**src/rtl/activation_unit.sv**
```systemverilog
// activation_unit: bias add, activation (identity / ReLU / leaky ReLU),
// round-half-up requantization with saturation, and a small output FIFO
// with valid/ready towards the next layer.
module activation_unit #(
  parameter int WIDTH      = 8,
  parameter int SHIFT      = 2,
  parameter int LEAK_SHIFT = 3,
  parameter int FIFO_DEPTH = 4
) (
  input  logic                          clk,
  input  logic                          reset,
  input  logic signed [2*WIDTH:0]       in_result,
  input  logic                          in_valid,
  output logic                          in_ready,
  input  logic signed [2*WIDTH:0]       bias,
  input  logic [1:0]                    mode,
  input  logic                          clear_sat,
  output logic signed [WIDTH-1:0]       out_data,
  output logic                          out_valid,
  input  logic                          out_ready,
  output logic                          sat_flag,
  output logic [$clog2(FIFO_DEPTH):0]   fifo_count
);

  localparam int RW = 2*WIDTH + 1;         // neuron result width
  localparam int SW = RW + 1;              // bias sum width, cannot overflow
  localparam int QW = SW + 1;              // room for the rounding constant
  localparam int AW = $clog2(FIFO_DEPTH);
  localparam int CW = AW + 1;

  localparam logic signed [QW-1:0] RND  = QW'((1 << SHIFT) >> 1);
  localparam logic signed [QW-1:0] QMAX = QW'((1 << (WIDTH-1)) - 1);
  localparam logic signed [QW-1:0] QMIN = QW'(-(1 << (WIDTH-1)));

  logic                   accept;
  logic signed [SW-1:0]   s1_sum_reg;
  logic [1:0]             s1_mode_reg;
  logic                   s1_valid_reg;

  logic signed [SW-1:0]   act;
  logic signed [QW-1:0]   q_biased;
  logic signed [QW-1:0]   q_shifted;
  logic                   sat_hi;
  logic                   sat_lo;
  logic [WIDTH-1:0]       q_out;

  logic [WIDTH-1:0]       mem_reg [FIFO_DEPTH];
  logic [AW-1:0]          wr_ptr_reg;
  logic [AW-1:0]          rd_ptr_reg;
  logic [CW-1:0]          count_reg;
  logic [CW-1:0]          count_next;
  logic                   push;
  logic                   pop;
  logic                   sat_flag_reg;

  // Admission reserves a FIFO slot for the sample sitting in S1; a pop in
  // the same cycle is deliberately not credited, so S2 never meets a full FIFO.
  assign in_ready = ({1'b0, count_reg} + {{CW{1'b0}}, s1_valid_reg})
                    < (CW+1)'(FIFO_DEPTH);
  assign accept   = in_valid && in_ready;

  // Stage S1: capture the biased sum and the activation mode.
  always_ff @(posedge clk) begin
    if (reset) begin
      s1_valid_reg <= 1'b0;
      s1_sum_reg   <= '0;
      s1_mode_reg  <= '0;
    end else begin
      s1_valid_reg <= accept;
      if (accept) begin
        s1_sum_reg  <= {in_result[RW-1], in_result} + {bias[RW-1], bias};
        s1_mode_reg <= mode;
      end
    end
  end

  // Stage S2: activation, round-half-up requantization, saturation.
  always_comb begin
    act = s1_sum_reg;
    case (s1_mode_reg)
      2'd1: if (s1_sum_reg[SW-1]) act = '0;
      2'd2: if (s1_sum_reg[SW-1]) act = s1_sum_reg >>> LEAK_SHIFT;
      default: act = s1_sum_reg;
    endcase
    q_biased  = {act[SW-1], act} + RND;
    q_shifted = q_biased >>> SHIFT;
    sat_hi    = q_shifted > QMAX;
    sat_lo    = q_shifted < QMIN;
    if (sat_hi)
      q_out = QMAX[WIDTH-1:0];
    else if (sat_lo)
      q_out = QMIN[WIDTH-1:0];
    else
      q_out = q_shifted[WIDTH-1:0];
  end

  assign push = s1_valid_reg;
  assign pop  = out_valid && out_ready;

  // FIFO storage; head is read combinationally so a fresh write is visible
  // on the very next cycle.
  always_ff @(posedge clk) begin
    if (!reset && push)
      mem_reg[wr_ptr_reg] <= q_out;
  end

  // Occupancy update from push/pop.
  always_comb begin
    count_next = count_reg;
    case ({push, pop})
      2'b10:   count_next = count_reg + CW'(1);
      2'b01:   count_next = count_reg - CW'(1);
      default: count_next = count_reg;
    endcase
  end

  // FIFO pointers and occupancy; pointers wrap naturally at power-of-two depth.
  always_ff @(posedge clk) begin
    if (reset) begin
      wr_ptr_reg <= '0;
      rd_ptr_reg <= '0;
      count_reg  <= '0;
    end else begin
      if (push) wr_ptr_reg <= wr_ptr_reg + AW'(1);
      if (pop)  rd_ptr_reg <= rd_ptr_reg + AW'(1);
      count_reg <= count_next;
    end
  end

  // Sticky saturation flag: a saturating write beats a clear on the same edge.
  always_ff @(posedge clk) begin
    if (reset)
      sat_flag_reg <= 1'b0;
    else if (s1_valid_reg && (sat_hi || sat_lo))
      sat_flag_reg <= 1'b1;
    else if (clear_sat)
      sat_flag_reg <= 1'b0;
  end

  assign out_valid  = (count_reg != '0);
  assign out_data   = out_valid ? mem_reg[rd_ptr_reg] : '0;
  assign fifo_count = count_reg;
  assign sat_flag   = sat_flag_reg;

endmodule

```
**config.mk**
```make
export PLATFORM = sky130hd
export DESIGN_NAME = activation_unit
export DESIGN_NICKNAME = d
export VERILOG_FILES = /design/src/rtl/activation_unit.sv
export SDC_FILE = /design/constraint.sdc
export NUM_CORES = 1
export LEC_CHECK = 0
export CAP_MARGIN = 25
export CORE_ASPECT_RATIO = 0.75
export CORE_MARGIN = 2
export CORE_UTILIZATION = 60
export CTS_CLUSTER_SIZE = 8
export DETAILED_ROUTE_END_ITERATION = 8
export PLACE_DENSITY = 0.86
export SYNTH_ARGS = -nofsm -noshare
export SYNTH_HDL_FRONTEND = slang
export SYNTH_SLANG_ARGS = --single-unit
```
**constraint.sdc**
```tcl
create_clock -name clk -period 8.7 [get_ports clk]
set_clock_uncertainty 0.15 [all_clocks]
set_input_delay 1.305 -clock clk [delete_from_list [all_inputs] [get_ports clk]]
set_output_delay 1.305 -clock clk [all_outputs]
set_load 0.02 [all_outputs]
```
* After elaboration in Yosys (flattened, before gate mapping)
Memories as Yosys holds them, arrays and structs flattened. A register that Yosys moved wholly into a read port is not among the register bits.
Index checks and enable logic that the tools add are counted.
** Word-level totals
- Register bits after elaboration :: 29
- Memory bits (writable) :: 32
- Output and inout bits :: 14
- Memories :: 1
** Memories
- mem_reg :: depth 4, width 8, read ports 1, clocked after Yosys merged registers in 1, wr ports 1, RTL line 47 : logic [WIDTH-1:0] mem_reg [FIFO_DEPTH];
** Operators by class
- Add/sub/neg operators :: 7
- $lt $le $gt $ge :: 3
- Eq/ne operators :: 4
- Mux-type cells :: 13
- Reductions and logical operators :: 9
** Operators with widths (number)
- case mux 18 bit (2 select lines) :: 1
- two-way mux 8 bit :: 3
- adder 18 x 3 -> 19 bit, second input constant :: 1
- adder 17 x 17 -> 18 bit :: 1
- two-way mux 18 bit :: 1
- greater-than comparator 17 x 8 -> 1 bit, second input constant :: 1
- < comparator 17 x 8 -> 1 bit, second input constant :: 1
- two-way mux 17 bit :: 1
- case mux 3 bit (2 select lines) :: 1
- adder 2 x 1 -> 2 bit, second input constant :: 2
- adder 3 x 1 -> 4 bit :: 1
- equality test 2 x 1 -> 1 bit, second input constant :: 2
- equality test 2 bit, second input constant :: 2
- logical AND 1 bit :: 4
- < comparator 4 x 3 -> 1 bit, second input constant :: 1
- two-way mux 1 bit :: 4
- two-way mux 2 bit :: 2
- nonzero test 2 bit :: 2
- adder 3 x 1 -> 3 bit, second input constant :: 1
- nonzero test 3 bit :: 1
- subtractor 3 x 1 -> 3 bit, second input constant :: 1
- logical NOT 1 bit :: 1
- logical OR 1 bit :: 1

* Longest topological paths before layout
Gate-level depths: netlist of the first run.
- Word-level depth :: 7
- Mapped depth :: 14
- Depth with buffers taken out :: 12

* Worst setup path after synthesis of the first run
No wires, ideal clock.
- Path type :: input-to-reg
- Start :: in in_result[2]
- End :: reg s1_sum_reg[15]
- Library setup time :: 0.095 ns
- Arrival :: 3.292 ns
- Path slack :: 5.163 ns
- Cell stages on the path :: 9
- Cells stage by stage :: ha_1 > a21oi_1 > a21boi_1 > o31a_1 > o41a_1 > a31oi_1 > a21oi_1 > or4b_1 > o311ai_1
** Between the ends
- Cells in the longest elaborated chain, start to end :: 1
** RTL lines
- from (decl) :: RTL line 12 : input logic signed [2*WIDTH:0] in_result,
- adder 17 x 17 -> 18 bit :: RTL line 71 : s1_sum_reg <= {in_result[RW-1], in_result} + {bias[RW-1], bias};
- to (signal assigned) :: RTL line 71
- to (decl) :: RTL line 36 : logic signed [SW-1:0] s1_sum_reg;
No other way between the ends.
A chain may end at the register's enable or synchronous reset.

* Final worst setup path of the first run
- Start :: reg s1_mode_reg[0]
- End :: mem mem_reg[2][3], data pin
** Between the ends
- Cells in the longest elaborated chain, start to end :: 6
- Elaborated cells between the ends (all ways) :: 8
- Those cells by class :: add/sub: 1; order compare: 2; eq/ne: 2; mux: 3
** RTL lines
- from (decl) :: RTL line 37 : logic [1:0] s1_mode_reg;
- from (signal assigned) :: RTL line 72 : s1_mode_reg <= mode;
- equality test 2 bit or equality test 2 x 1 -> 1 bit (tied branches) :: RTL line 80 : case (s1_mode_reg)
- case mux 18 bit (2 select lines) (*) :: RTL line 80
- adder 18 x 3 -> 19 bit (*) :: RTL line 85 : q_biased = {act[SW-1], act} + RND;
- < comparator 17 x 8 -> 1 bit :: RTL line 88 : sat_lo = q_shifted < QMIN;
- two-way mux 8 bit :: RTL line 91 : else if (sat_lo)
- two-way mux 8 bit (*) :: RTL line 89 : if (sat_hi)
- named net q_out[3] :: RTL line 45 : logic [WIDTH-1:0] q_out;
- to (decl) :: RTL line 47
Mark *: on every way through the listed nets, which the timed path passes. The rest lies on a longest branch.

==> flow_metrics.py, run 1 <==
metrics = {
    "outcome": {
        "outcome": "finished clean",
    },
    "worst_setup_path": {
        "timing.rr.start": "s1_mode_reg[0]",
        "r2r_end": "mem_reg[2][3]",
        "setup.reg_to_reg.worst_slack_ns": 4.58,
        "cp_max_fo": 19,
        "endpoint": "mem_reg[2][3]",
        "r2r_cells": 12,
        "worstSetupPathType": "flop to flop",
        "start_kind": "flop",
        "setup.worst_path.start": "s1_mode_reg[0]",
        "end_kind": "flop",
        "crit_arrival_ns": 4.01,
        "worst-endpoint-required_ns": 8.58,
    },
    "die": {
        "coreArea_mm2": 0.00683,
        "pin_count": 55,
        "fp.dieArea_mm2": 0.00776,
        "start_util_pct": 62.0,
        "rows": 26,
        "die_x_um": 101,
        "fp.dieH_um": 76.8,
    },
    "clock_network": {
        "postCtsSetupBuffers": 0,
        "clk_pin_slew_ns": 0.07,
        "cts-root-buf": "clkbuf_8",
        "clk_latency_ns": 0.34,
        "cts_tree": "done",
        "cts_resized": 0,
        "postCtsHoldBufs": 0,
        "htreeDepth": 3,
        "clockBufferDepth": 2,
        "cts_made_buffers": 9,
        "cts_sinks": 62,
    },
    "place": {
        "placed_cells": 552,
        "dp_hpwl_mm": 6.97,
        "numPortBuffers": 54,
        "gp_congestion": 0.890,
    },
    "routing": {
        "wl_per_cell_um": 16.3,
        "via_count": 3463,
        "dr.pass1.iters": 5,
        "route.detailed.drc": 0,
        "via_per_inst": 6.10,
        "totalWireLength_mm": 9.25,
        "drtIter0Drc": 273,
        "antenna_left": 0,
    },
    "power_and_ir_drop": {
        "power.density_mw_per_mm2": 215,
        "ir_drop_v": 0.000183,
        "leakagePower_uw": 0.00186,
    },
    "layout": {
        "diodes": 0,
        "nets": 546,
        "largest_reg_flops": 32,
        "fin_util_pct": 72.8,
        "fin_cells": 568,
        "syn_to_final_growth_pct": 17.4,
        "drive_above_1_share_pct": 12.6,
        "fillerInstances": 479,
    },
    "synth": {
        "synth_ff_type": "edfxtp_1",
        "async_flop_share_pct": 0,
        "synth-edff-count": 32,
        "yosys-top-cells-area": "edfxtp_1, dfxtp_1, ha_1",
        "synthCells": 430,
        "synth_nets": 497,
        "ys_warn_count": 0,
        "ys_seq_elements": 62,
        "yosysUniqueCellTypes": 85,
        "mappedNetlistArea_mm2": 0.00424,
        "yosysTopAreaCell": "edfxtp_1",
        "synth_top_area_share_pct": 22.7,
        "postSynthAreaPerCell_um2": 9.86,
        "yosys-top-cells-count": "nand2_1, edfxtp_1, dfxtp_1",
        "synth.most_common_cell": "nand2_1",
        "ys_seq_area_share_pct": 36.8,
    },
    "flow_run": {
        "drv_cap": 0,
    },
    "sta": {
        "hold_violations": 0,
        "slew_headroom_pct": 42.3,
        "rsz0062_at_grt": "no",
        "drv_slew": 0,
        "setup_viol_count_final": 0,
        "max_slew.worst_pin.slew_ns": 0.864,
        "timing.setup.tns_ns": 0,
        "period_share_pct": 47.4,
        "fmax_mhz": 243,
        "finalCriticalPeriod_ns": 4.12,
    },
    "grt": {
        "track_usage_pct": 24.8,
        "grt_pass1_vias": 3360,
        "grt_max_degree": 36,
        "grt_pass1_wl_mm": 15.5,
        "grt_overflow": 0,
        "antenna_found_initial": 0,
    },
    "min_path": {
        "hold_path_class": "flop to flop",
        "whs_path_depth": 2,
    },
}
## cells by family after synthesis
group	count (synthesis)	synth area share (%)
XOR/XNOR	22	4.55
AO/OA/AOI/OAI	99	17.5
AND/OR/NAND/NOR	167	22.9
buffers and inverters	39	4.04
flip-flops	62	36.8
adder cells (fa/ha/maj)	26	8.03
multiplexers	15	6.20
## layer usage
metal	track usage (%)	wire, um	up-vias
met4	4.19	48	0
met1	34.9	4210	1643
met5	0	0	-
met3	5.65	718	7
met2	39.9	4270	143
li1	-	-	1670
## final cells by class
type	instances	area [um2]	area share, %
Multi-Input combinational cell	329	2500	50.3
Sequential cell	62	1560	31.4
Timing Repair Buffer	55	548	11.0
Clock buffer	9	124	2.49
Tap cell	84	105	2.11
Inverter	22	82.6	1.66
Clock inverter	7	50.0	1.01
## through the flow
stage,total power (uW),setup slack [ns],instance area (um2),hold slack [ns]
final,1070,4.58,4980,0.337
after global routing,1130,4.32,4980,0.360
after CTS,1070,4.65,4980,0.337
after global placement,832,4.60,4800,0.301
after floorplan,705,5.16,4240,0.296
after detailed placement,851,4.50,4800,0.297
## worst min-delay path by stage
stage / startpoint / endpoint / slack, ns
floorplan: s1_sum_reg[3] / s1_sum_reg[3] / 0.30
global placement: sat_flag / sat_flag / 0.30
detailed placement: sat_flag / sat_flag / 0.30
CTS: s1_sum_reg[3] / s1_sum_reg[3] / 0.34
global route: sat_flag / sat_flag / 0.36
finish: s1_sum_reg[3] / s1_sum_reg[3] / 0.34
## report_power, final
| part | internal (uW) | leakage, uW | switching, uW |
|---|---|---|---|
| combinational | 206 | 0.00123 | 239 |
| sequential | 360 | 0.000532 | 42.9 |
| clock | 104 | 0.0000933 | 118 |
## critical path: stages, from the launching register on
cell and delay, ns:
dfxtp_1 0.36, inv_1 0.05, ha_1 0.71, nor2_1 0.13
o21ai_1 0.39, and2_1 0.23, ha_1 0.23, nand4_2 0.15
nor3_2 0.32, a21oi_1 0.13, nand4b_1 0.24, nor4_4 0.48
o22ai_1 0.24
## placed cells by master (no fill, tap or decap), types with 9 or more instances in the layout
cell / n
o21ai_0: 12
clkdlybuf4s50_1: 54
dfxtp_1: 30
ha_1: 24
nand2_1: 51
clkbuf_8: 9
nor2_1: 27
a21oi_1: 27
and2_1: 19
nand2b_1: 11
inv_1: 21
xnor2_1: 13
xor2_1: 9
edfxtp_1: 32
Note: power is estimated with default switching activity, not from simulation.
==> inputs of run 2 (changes only) <==
CORE_UTILIZATION = 56   (was 60)
PLACE_DENSITY = 0.81   (was 0.86)
clock period = 4.1 ns   (was 8.7 ns; I/O delays follow)
==> flow_metrics.py, run 2 (synthesis gave the netlist of run 1 again) <==
metrics = {
    "worst_setup_path": {
        "worst-endpoint-required_ns": 3.99,
        "end_kind": "flop",
        "worstSetupPathType": "flop to flop",
        "timing.rr.start": "s1_mode_reg[0]",
        "setup.reg_to_reg.worst_slack_ns": 0.25,
        "path_cells": "inv_1 > ha_1 > nor2b_4 > mux2_2 > and2_1 > ha_1 > nand4_2 > nor3_2 > a21oi_1 > nand4b_1 > nor4_4 > o22ai_1",
        "r2r_end": "mem_reg[0][4]",
        "max_stage_delay_ns": 0.50,
        "cp_max_fo": 13,
        "start_kind": "flop",
        "slowest_stage": "nor4_4",
        "crit_arrival_ns": 3.74,
        "cpMostUsedCell": "ha_1",
        "r2r_cells": 12,
    },
    "flow_run": {
        "drv_cap": 0,
    },
    "grt": {
        "grt_pass1_vias": 3357,
        "antenna_found_initial": 0,
        "grt_max_degree": 23,
        "track_usage_pct": 24.6,
        "grt_pass1_wl_mm": 16.1,
        "grt_overflow": 0,
    },
    "routing": {
        "via_count": 3386,
        "drtIter0Drc": 216,
        "antenna_left": 0,
        "wl_per_cell_um": 16.3,
        "via_per_inst": 5.75,
        "route.detailed.drc": 0,
        "totalWireLength_mm": 9.61,
        "dr.pass1.iters": 5,
    },
    "die": {
        "pin_count": 55,
        "start_util_pct": 57.8,
        "die_x_um": 104,
        "rows": 27,
        "fp.dieH_um": 79.3,
        "fp.dieArea_mm2": 0.00829,
        "coreArea_mm2": 0.00733,
    },
    "clock_network": {
        "cts_tree": "done",
        "postCtsSetupBuffers": 0,
        "clk_latency_ns": 0.34,
        "clk_pin_slew_ns": 0.07,
        "cts_made_buffers": 9,
        "htreeDepth": 3,
        "postCtsHoldBufs": 0,
        "cts_resized": 0,
        "cts_sinks": 62,
        "clockBufferDepth": 2,
        "cts-root-buf": "clkbuf_8",
    },
    "layout": {
        "final_cell_mix": "clkdlybuf4s50_1, nand2_1, edfxtp_1, dfxtp_1",
        "drive_above_1_share_pct": 12.9,
        "nets": 550,
        "largest_reg_flops": 32,
        "final_common_cell": "clkdlybuf4s50_1",
        "diodes": 0,
        "syn_to_final_growth_pct": 19.1,
    },
    "min_path": {
        "hold_path_class": "flop to flop",
        "min_from": "sat_flag",
        "hold_end": "sat_flag",
        "whs_path_depth": 2,
    },
    "place": {
        "gp_congestion": 0.854,
        "numPortBuffers": 54,
        "dp_hpwl_mm": 7.45,
        "pre_cts_ws_ns": 0.302,
    },
    "sta": {
        "fin_ws_ns": 0.248,
        "slew_headroom_pct": 55.3,
        "finalCriticalPeriod_ns": 3.85,
        "hold_violations": 0,
        "timing.setup.tns_ns": 0,
        "max_slew.worst_pin.slew_ns": 0.671,
        "drv_slew": 0,
        "fmax_mhz": 260,
        "setup_viol_count_final": 0,
        "period_share_pct": 94.0,
        "rsz0062_at_grt": "no",
    },
    "power_and_ir_drop": {
        "total_power_uw": 2330,
        "ir_drop_v": 0.000374,
        "leakagePower_uw": 0.00188,
        "power.density_mw_per_mm2": 462,
    },
    "outcome": {
        "outcome": "finished clean",
    },
}
[run 2: changes by cell type in the layout (fill, tap and decap cells not counted), sizes merged]
cell,change
buf,+4
clkinv,-4
clkbuf,+3
bufinv,+1
clkinvlp,+1
inv,-1
[run 2: worst max-delay path, delay by kind of cell, from the launching register on]
family	cells	cell delay, ns
simple gates	6	1.70
fa+ha+maj	2	0.68
flops	1	0.36
compound gates	2	0.35
mux	1	0.25
buf+inv	1	0.05
[run 2: how the worst max path moves through the flow]
| stage | to | startpoint | cells after the start | slack, ns |
|---|---|---|---|---|
| floorplan | mem_reg[0][0] | s1_mode_reg[0] | 14 | 0.81 |
| global placement | mem_reg[2][0] | s1_mode_reg[0] | 12 | 0.45 |
| detailed placement | mem_reg[3][0] | s1_mode_reg[0] | 12 | 0.30 |
| CTS | mem_reg[1][0] | s1_mode_reg[0] | 12 | 0.30 |
| global route | mem_reg[2][4] | s1_mode_reg[0] | 12 | 0.03 |
| finish | mem_reg[0][4] | s1_mode_reg[0] | 12 | 0.25 |
[run 2: layer usage]
metal	GRT usage [%]	vias up	part of all wire (%)
li1	-	1678	-
met3	5.17	16	5.9
met4	7.84	0	1.8
met1	33.1	1589	46
met2	40.1	103	46
met5	0	-	0
[run 2: where the power goes]
part,switching [uW],internal [uW]
Combinational,512,444
Clock,231,296
Sequential,83.0,763
Total,827,1500
[run 2: area by class of cell]
| cell class | instances | area, um2 |
|---|---|---|
| Inverter | 22 | 82.6 |
| Timing Repair Buffer | 59 | 578 |
| Tap cell | 101 | 126 |
| Sequential cell | 62 | 1560 |
| Fill cell | 583 | 2280 |
| Multi-Input combinational cell | 329 | 2500 |
| Clock inverter | 4 | 47.5 |
| Clock buffer | 12 | 145 |
[run 2: metrics by stage]
stage	instance area [um2]	utilization, %	hold slack (ns)	cells
2_1_floorplan	4240	-	0.296	430
3_3_place_gp	4850	66.2	0.312	573
3_5_place_dp	4850	66.2	0.310	573
4_1_cts	5050	68.8	0.323	589
5_1_grt	5050	68.8	0.345	589
6_report	5050	68.8	0.317	589
